### src/rtl/regfile_sequencer.sv
// regfile_sequencer
//   Bus master for a register file, driving its read and write ports from the
//   opposite side of the register-file interface. Two operations, chosen by
//   `mode` when `start` is accepted in IDLE:
//     INIT (mode=0): writes R1..R(NREGS-1) with seed+k. R0 is never written.
//     DUMP (mode=1): reads registers in pairs through both read ports and
//                    streams them out over a valid/ready interface.
//   Every output is a flop, so an asynchronous reset forces all outputs to 0
//   at once.
//
// Ports
//   clock, reset           rising-edge clock, asynchronous active-high reset
//   start, mode, seed      operation request; sampled only in IDLE
//   busy, done             high outside IDLE / one-cycle completion pulse
//   raA, raB, rdA, rdB     register-file read ports (rd* combinational from ra*)
//   wa, wen, wd            register-file write port
//   out_valid, out_ready   stream handshake
//   out_data, out_addr     streamed register value and its index
module regfile_sequencer #(
    parameter int ADDR_W = 5,
    parameter int DATA_W = 32,
    parameter int NREGS  = 32
) (
    input  logic              clock,
    input  logic              reset,
    input  logic              start,
    input  logic              mode,
    input  logic [DATA_W-1:0] seed,
    output logic              busy,
    output logic              done,
    output logic [ADDR_W-1:0] raA,
    output logic [ADDR_W-1:0] raB,
    input  logic [DATA_W-1:0] rdA,
    input  logic [DATA_W-1:0] rdB,
    output logic [ADDR_W-1:0] wa,
    output logic              wen,
    output logic [DATA_W-1:0] wd,
    output logic              out_valid,
    input  logic              out_ready,
    output logic [DATA_W-1:0] out_data,
    output logic [ADDR_W-1:0] out_addr
);

    localparam logic [2:0] S_IDLE    = 3'd0;
    localparam logic [2:0] S_INIT    = 3'd1;
    localparam logic [2:0] S_DUMP_RD = 3'd2;
    localparam logic [2:0] S_DUMP_A  = 3'd3;
    localparam logic [2:0] S_DUMP_B  = 3'd4;
    localparam logic [2:0] S_DONE    = 3'd5;

    localparam logic [ADDR_W-1:0] K_ONE       = ADDR_W'(1);
    localparam logic [ADDR_W-1:0] K_TWO       = ADDR_W'(2);
    localparam logic [ADDR_W-1:0] K_LAST_INIT = ADDR_W'(NREGS - 1);
    localparam logic [ADDR_W-1:0] K_LAST_PAIR = ADDR_W'(NREGS - 2);

    logic [2:0]        state, state_n;
    logic [ADDR_W-1:0] k, k_n;
    logic [DATA_W-1:0] seed_q, seed_n;
    logic [DATA_W-1:0] buf_a, buf_a_n;
    logic [DATA_W-1:0] buf_b, buf_b_n;

    logic              busy_n, done_n, wen_n, out_valid_n;
    logic [ADDR_W-1:0] raa_n, rab_n, wa_n, out_addr_n;
    logic [DATA_W-1:0] wd_n, out_data_n;

    // Next-state and counter logic.
    always_comb begin
        state_n = state;
        k_n     = k;
        seed_n  = seed_q;
        buf_a_n = buf_a;
        buf_b_n = buf_b;
        case (state)
            S_IDLE: begin
                if (start) begin
                    seed_n = seed;
                    if (mode) begin
                        state_n = S_DUMP_RD;
                        k_n     = '0;
                    end else begin
                        state_n = S_INIT;
                        k_n     = K_ONE;
                    end
                end
            end
            S_INIT: begin
                if (k == K_LAST_INIT) begin
                    state_n = S_DONE;
                end else begin
                    k_n = k + K_ONE;
                end
            end
            S_DUMP_RD: begin
                buf_a_n = rdA;
                buf_b_n = rdB;
                state_n = S_DUMP_A;
            end
            S_DUMP_A: begin
                if (out_ready) begin
                    state_n = S_DUMP_B;
                end
            end
            S_DUMP_B: begin
                if (out_ready) begin
                    if (k == K_LAST_PAIR) begin
                        state_n = S_DONE;
                    end else begin
                        k_n     = k + K_TWO;
                        state_n = S_DUMP_RD;
                    end
                end
            end
            S_DONE: begin
                state_n = S_IDLE;
                k_n     = '0;
            end
            default: begin
                state_n = S_IDLE;
                k_n     = '0;
            end
        endcase
    end

    // Outputs are decoded from the next state so that the registered copies
    // line up with the state they belong to in the same cycle.
    always_comb begin
        busy_n      = (state_n != S_IDLE);
        done_n      = (state_n == S_DONE);
        wen_n       = (state_n == S_INIT);
        wa_n        = '0;
        wd_n        = '0;
        raa_n       = '0;
        rab_n       = '0;
        out_valid_n = 1'b0;
        out_data_n  = '0;
        out_addr_n  = '0;
        if (state_n == S_INIT) begin
            wa_n = k_n;
            wd_n = seed_n + DATA_W'(k_n);
        end
        if (state_n == S_DUMP_RD) begin
            raa_n = k_n;
            rab_n = k_n + K_ONE;
        end
        if (state_n == S_DUMP_A) begin
            out_valid_n = 1'b1;
            out_data_n  = buf_a_n;
            out_addr_n  = k_n;
        end
        if (state_n == S_DUMP_B) begin
            out_valid_n = 1'b1;
            out_data_n  = buf_b_n;
            out_addr_n  = k_n + K_ONE;
        end
    end

    always_ff @(posedge clock or posedge reset) begin
        if (reset) begin
            state     <= S_IDLE;
            k         <= '0;
            seed_q    <= '0;
            buf_a     <= '0;
            buf_b     <= '0;
            busy      <= 1'b0;
            done      <= 1'b0;
            raA       <= '0;
            raB       <= '0;
            wa        <= '0;
            wen       <= 1'b0;
            wd        <= '0;
            out_valid <= 1'b0;
            out_data  <= '0;
            out_addr  <= '0;
        end else begin
            state     <= state_n;
            k         <= k_n;
            seed_q    <= seed_n;
            buf_a     <= buf_a_n;
            buf_b     <= buf_b_n;
            busy      <= busy_n;
            done      <= done_n;
            raA       <= raa_n;
            raB       <= rab_n;
            wa        <= wa_n;
            wen       <= wen_n;
            wd        <= wd_n;
            out_valid <= out_valid_n;
            out_data  <= out_data_n;
            out_addr  <= out_addr_n;
        end
    end

endmodule
### config.mk
export PLATFORM = sky130hd
export DESIGN_NAME = regfile_sequencer
export DESIGN_NICKNAME = d
export VERILOG_FILES = /design/src/rtl/regfile_sequencer.sv
export SDC_FILE = /design/constraint.sdc
export NUM_CORES = 1
export LEC_CHECK = 0
export ABC_AREA = 1
export CORE_MARGIN = 2
export CORE_UTILIZATION = 49
export CTS_CLUSTER_SIZE = 25
export DETAILED_ROUTE_END_ITERATION = 10
export HOLD_SLACK_MARGIN = 0.05
export PLACE_DENSITY = 0.77
export SETUP_SLACK_MARGIN = 0.1
export SYNTH_ARGS = -nofsm -noshare
export SYNTH_HDL_FRONTEND = slang
export SYNTH_SLANG_ARGS = --single-unit
export TNS_END_PERCENT = 5
### constraint.sdc
create_clock -name clock -period 9.93 [get_ports clock]
set_input_delay 2.979 -clock clock [delete_from_list [all_inputs] [get_ports clock]]
set_output_delay 2.979 -clock clock [all_outputs]
set_load 0.005 [all_outputs]
==> flow_metrics.py <==
metrics = {
    "floorplan": {
        "io_pins": 189,
        "die_w_um": 140,
        "start_util": 0.504,
        "die_y_um": 140,
        "row_count": 49,
        "die-area_um2": 19700,
        "core_um2": 18100,
    },
    "routing": {
        "drtIter0Drc": 389,
        "drtPass1Iterations": 5,
        "dr_wl_met3_mm": 1.51,
        "met1_length_mm": 10.8,
        "routed.top_layer": "met5",
        "vias": 7417,
        "drc": 0,
        "wl_met2_mm": 10.8,
        "viasPerCell": 5.15,
        "wl_mm": 23.6,
        "avgRoutedWirePerCell_um": 16.4,
        "postRouteAntennaNets": 0,
    },
    "placement": {
        "place.gp.congestion": 0.945,
        "dp_hpwl_mm": 16.5,
        "io_buffers": 188,
        "placed_area_um2": 11100,
    },
    "global_routing": {
        "grt_overflow": 0,
        "grt_start_max_net_pins": 120,
        "first_global_vias": 6928,
        "grtUsageTotal": 0.238,
        "grt_pass1_wl_mm": 36.7,
        "grt_antenna_before_repair": 1,
    },
    "layout": {
        "final_layout_size_suffix_gt1_frac": 0.149,
        "fillCellCount": 1466,
        "multi_input_area_um2": 3760,
        "n_antenna_cell": 0,
        "final_util": 0.645,
        "stdcell_area_um2": 11700,
        "final_nets": 1309,
        "area_growth_pct": 27.9,
        "regArea_um2": 4800,
    },
    "timing": {
        "slew-limit-headroom": 0.348,
        "whs_ns": 0.493,
        "fmax_ghz": 0.165,
        "setup_viol": 0,
        "period_needed_ns": 6.06,
        "period_share": 0.610,
        "slew_violations": 0,
        "max_slew.worst_pin.slew_ns": 0.978,
        "finClkSkew_ns": 0.0155,
        "hold_viol_final": 0,
        "rsz0062_at_grt": "no",
        "setup_tns_ns": 0,
    },
    "job": {
        "cap_violations": 0,
    },
    "clock_network": {
        "h-tree-depth": 4,
        "cts_resized": 0,
        "numCtsBuffers": 17,
        "clockBufferDepth": 2,
        "cts_hold_buf": 0,
        "postCtsSetupRepairBufs": 0,
        "cts.sinks": 192,
        "insertion_delay_ns": 0.44,
        "cts-root-buf": "clkbuf_16",
        "path_clk_slew_ns": 0.08,
        "cts_tree": "built",
    },
    "logic_synthesis": {
        "ys.flop_type": "dfrtp_1",
        "synth.most_common_cell": "nand2_1",
        "yosys-top-cells-area": "dfrtp_1 53%, nand2_1 15%, mux2_2 7.9%",
        "yosysUniqueCellTypes": 43,
        "ys.warnings.count": 0,
        "synth_top_area_frac": 0.527,
        "yosys-top-cells-count": "365 x nand2_1, 192 x dfrtp_1, 91 x nor2_1",
        "syn_area_per_cell_um2": 8.97,
        "syn_area_um2": 9120,
        "async_flop_share": 1.00,
        "synth_fp_nets": 1128,
        "synth_edf_count": 0,
        "netlist_instances": 1017,
        "yosysTopAreaCell": "dfrtp_1",
        "ys_seq_area_frac": 0.527,
        "synth_seq_cells": 192,
    },
    "hold_path": {
        "hold_path_depth": 2,
        "hold_path_class": "flip-flop to flip-flop",
    },
    "pwr": {
        "ir_drop_mv": 0.148,
        "p_comb_frac": 0.443,
        "switchingPower_uw": 1340,
        "swShare": 0.398,
        "power_leakage_uw": 0.00560,
        "powerDensity_nw_per_um2": 289,
        "intPower_uw": 2030,
        "power.share.sequential": 0.356,
        "p_clk_frac": 0.201,
    },
    "worst_setup_path": {
        "critical_path_class": "input port to flip-flop",
        "crit_path_max_fanout": 10,
        "cp-start-kind": "input port",
        "cp-end-kind": "flip-flop",
        "cp.arrival_ns": 6.39,
        "r2r_cells": 19,
        "required_ns": 10.26,
    },
    "status": {
        "outcome": "finished clean",
    },
}
kinds of logic (layout without fill, tap and decap cells):
kind of cell	Yosys count	after routing	synth area share
AOI/OAI and AO/OA	59	59	0.0363
DFF	192	192	0.527
and+or+nand+nor	574	574	0.279
xor gates and xnor gates	4	4	0.00384
muxes	64	64	0.0790
adders and majority gates	10	10	0.0145
buffers and inverters	114	307	0.0612
cell usage in the layout, fill, tap and decap left out, types with 2 or more instances in the layout:
cell type and count:
clkinv_1 2, buf_4 2, inv_2 10, nand2_2 29
nand3_4 2, a31oi_1 2, clkbuf_16 17, ha_1 9
inv_1 71, clkinv_4 3, dfrtp_1 192, o22ai_1 2
clkdlybuf4s50_1 187, xnor2_1 2, inv_6 3, mux2_2 64
nand2_1 364, clkinv_8 5, xor2_1 2, nor2_1 91
nor2_2 14, nor2_4 4, nand3_1 32, inv_8 4
nor3_1 4, nand2_4 9, nand3_2 2, o21ai_0 31
nand3b_1 3, nor2_8 2, nand4_1 14, a21oi_1 17
or2_2 2
power groups by stage:
stage	sequential, uW	combinational (uW)	clock, uW
finish	1200	1500	678
global route	1230	1650	726
CTS	1200	1500	691
detailed placement	1210	1490	0
global placement	1200	1460	0
floorplan	1200	1020	0
area by class of cell:
class,instances,share of cell area
well taps,229,0.0245
repair buffers,190,0.162
multi-input cells,711,0.322
inverters,86,0.0286
clock buffers,17,0.0364
flip-flops and latches,192,0.412
clock inverters,14,0.0144
registers in the layout (all words and copies together) (netlist names):
register,cells
buf_a,32
buf_b,32
busy,1
done,1
k,5
out_addr,5
out_data,32
out_valid,1
raA,5
raB,5
seed_q,32
state,3
wa,5
wd,32
wen,1
worst max-delay path, stage by stage:
cell,delay (ns)
clkdlybuf4s50_1,0.60
inv_1,0.15
nor2_1,0.34
inv_1,0.07
nand2_1,0.06
nand3_1,0.06
nand3_1,0.24
inv_1,0.17
fa_1,0.43
inv_1,0.10
nand3_1,0.07
nand2_1,0.13
a21oi_1,0.14
nor2_4,0.29
nand3_1,0.15
nor2_1,0.22
nand2_1,0.07
nand2_1,0.06
nor2_1,0.04
routing by layer:
layer	global-route usage	up-vias
li1	-	3556
met5	0	-
met2	0.375	289
met3	0.0499	29
met4	0.0647	2
met1	0.336	3541
path summary, 6_finish.rpt:
| path | startpoint | to | slack, ns |
|---|---|---|---|
| setup / recovery | out_ready | wd[22] | 3.87 |
| hold / removal | seed_q[0] | seed_q[0] | 0.49 |
| setup reg to reg | state[1] | wd[22] | 5.96 |
| hold reg to reg | seed_q[0] | seed_q[0] | 0.49 |
| max in group asynchronous | reset | wd[9] | 5.32 |
| min in group asynchronous | reset | buf_a[26] | 3.08 |
per-stage QoR:
stage                     total power [uW]  worst slack (ns)  std cells
after floorplan                       2220              1.72       1017
after global placement                2660              3.55       1408
after detailed placement              2700              3.47       1408
after CTS                             3390              3.92       1439
after global routing                  3600              3.57       1439
final                                 3370              3.87       1439
Note: power is estimated with default switching activity, not from simulation.
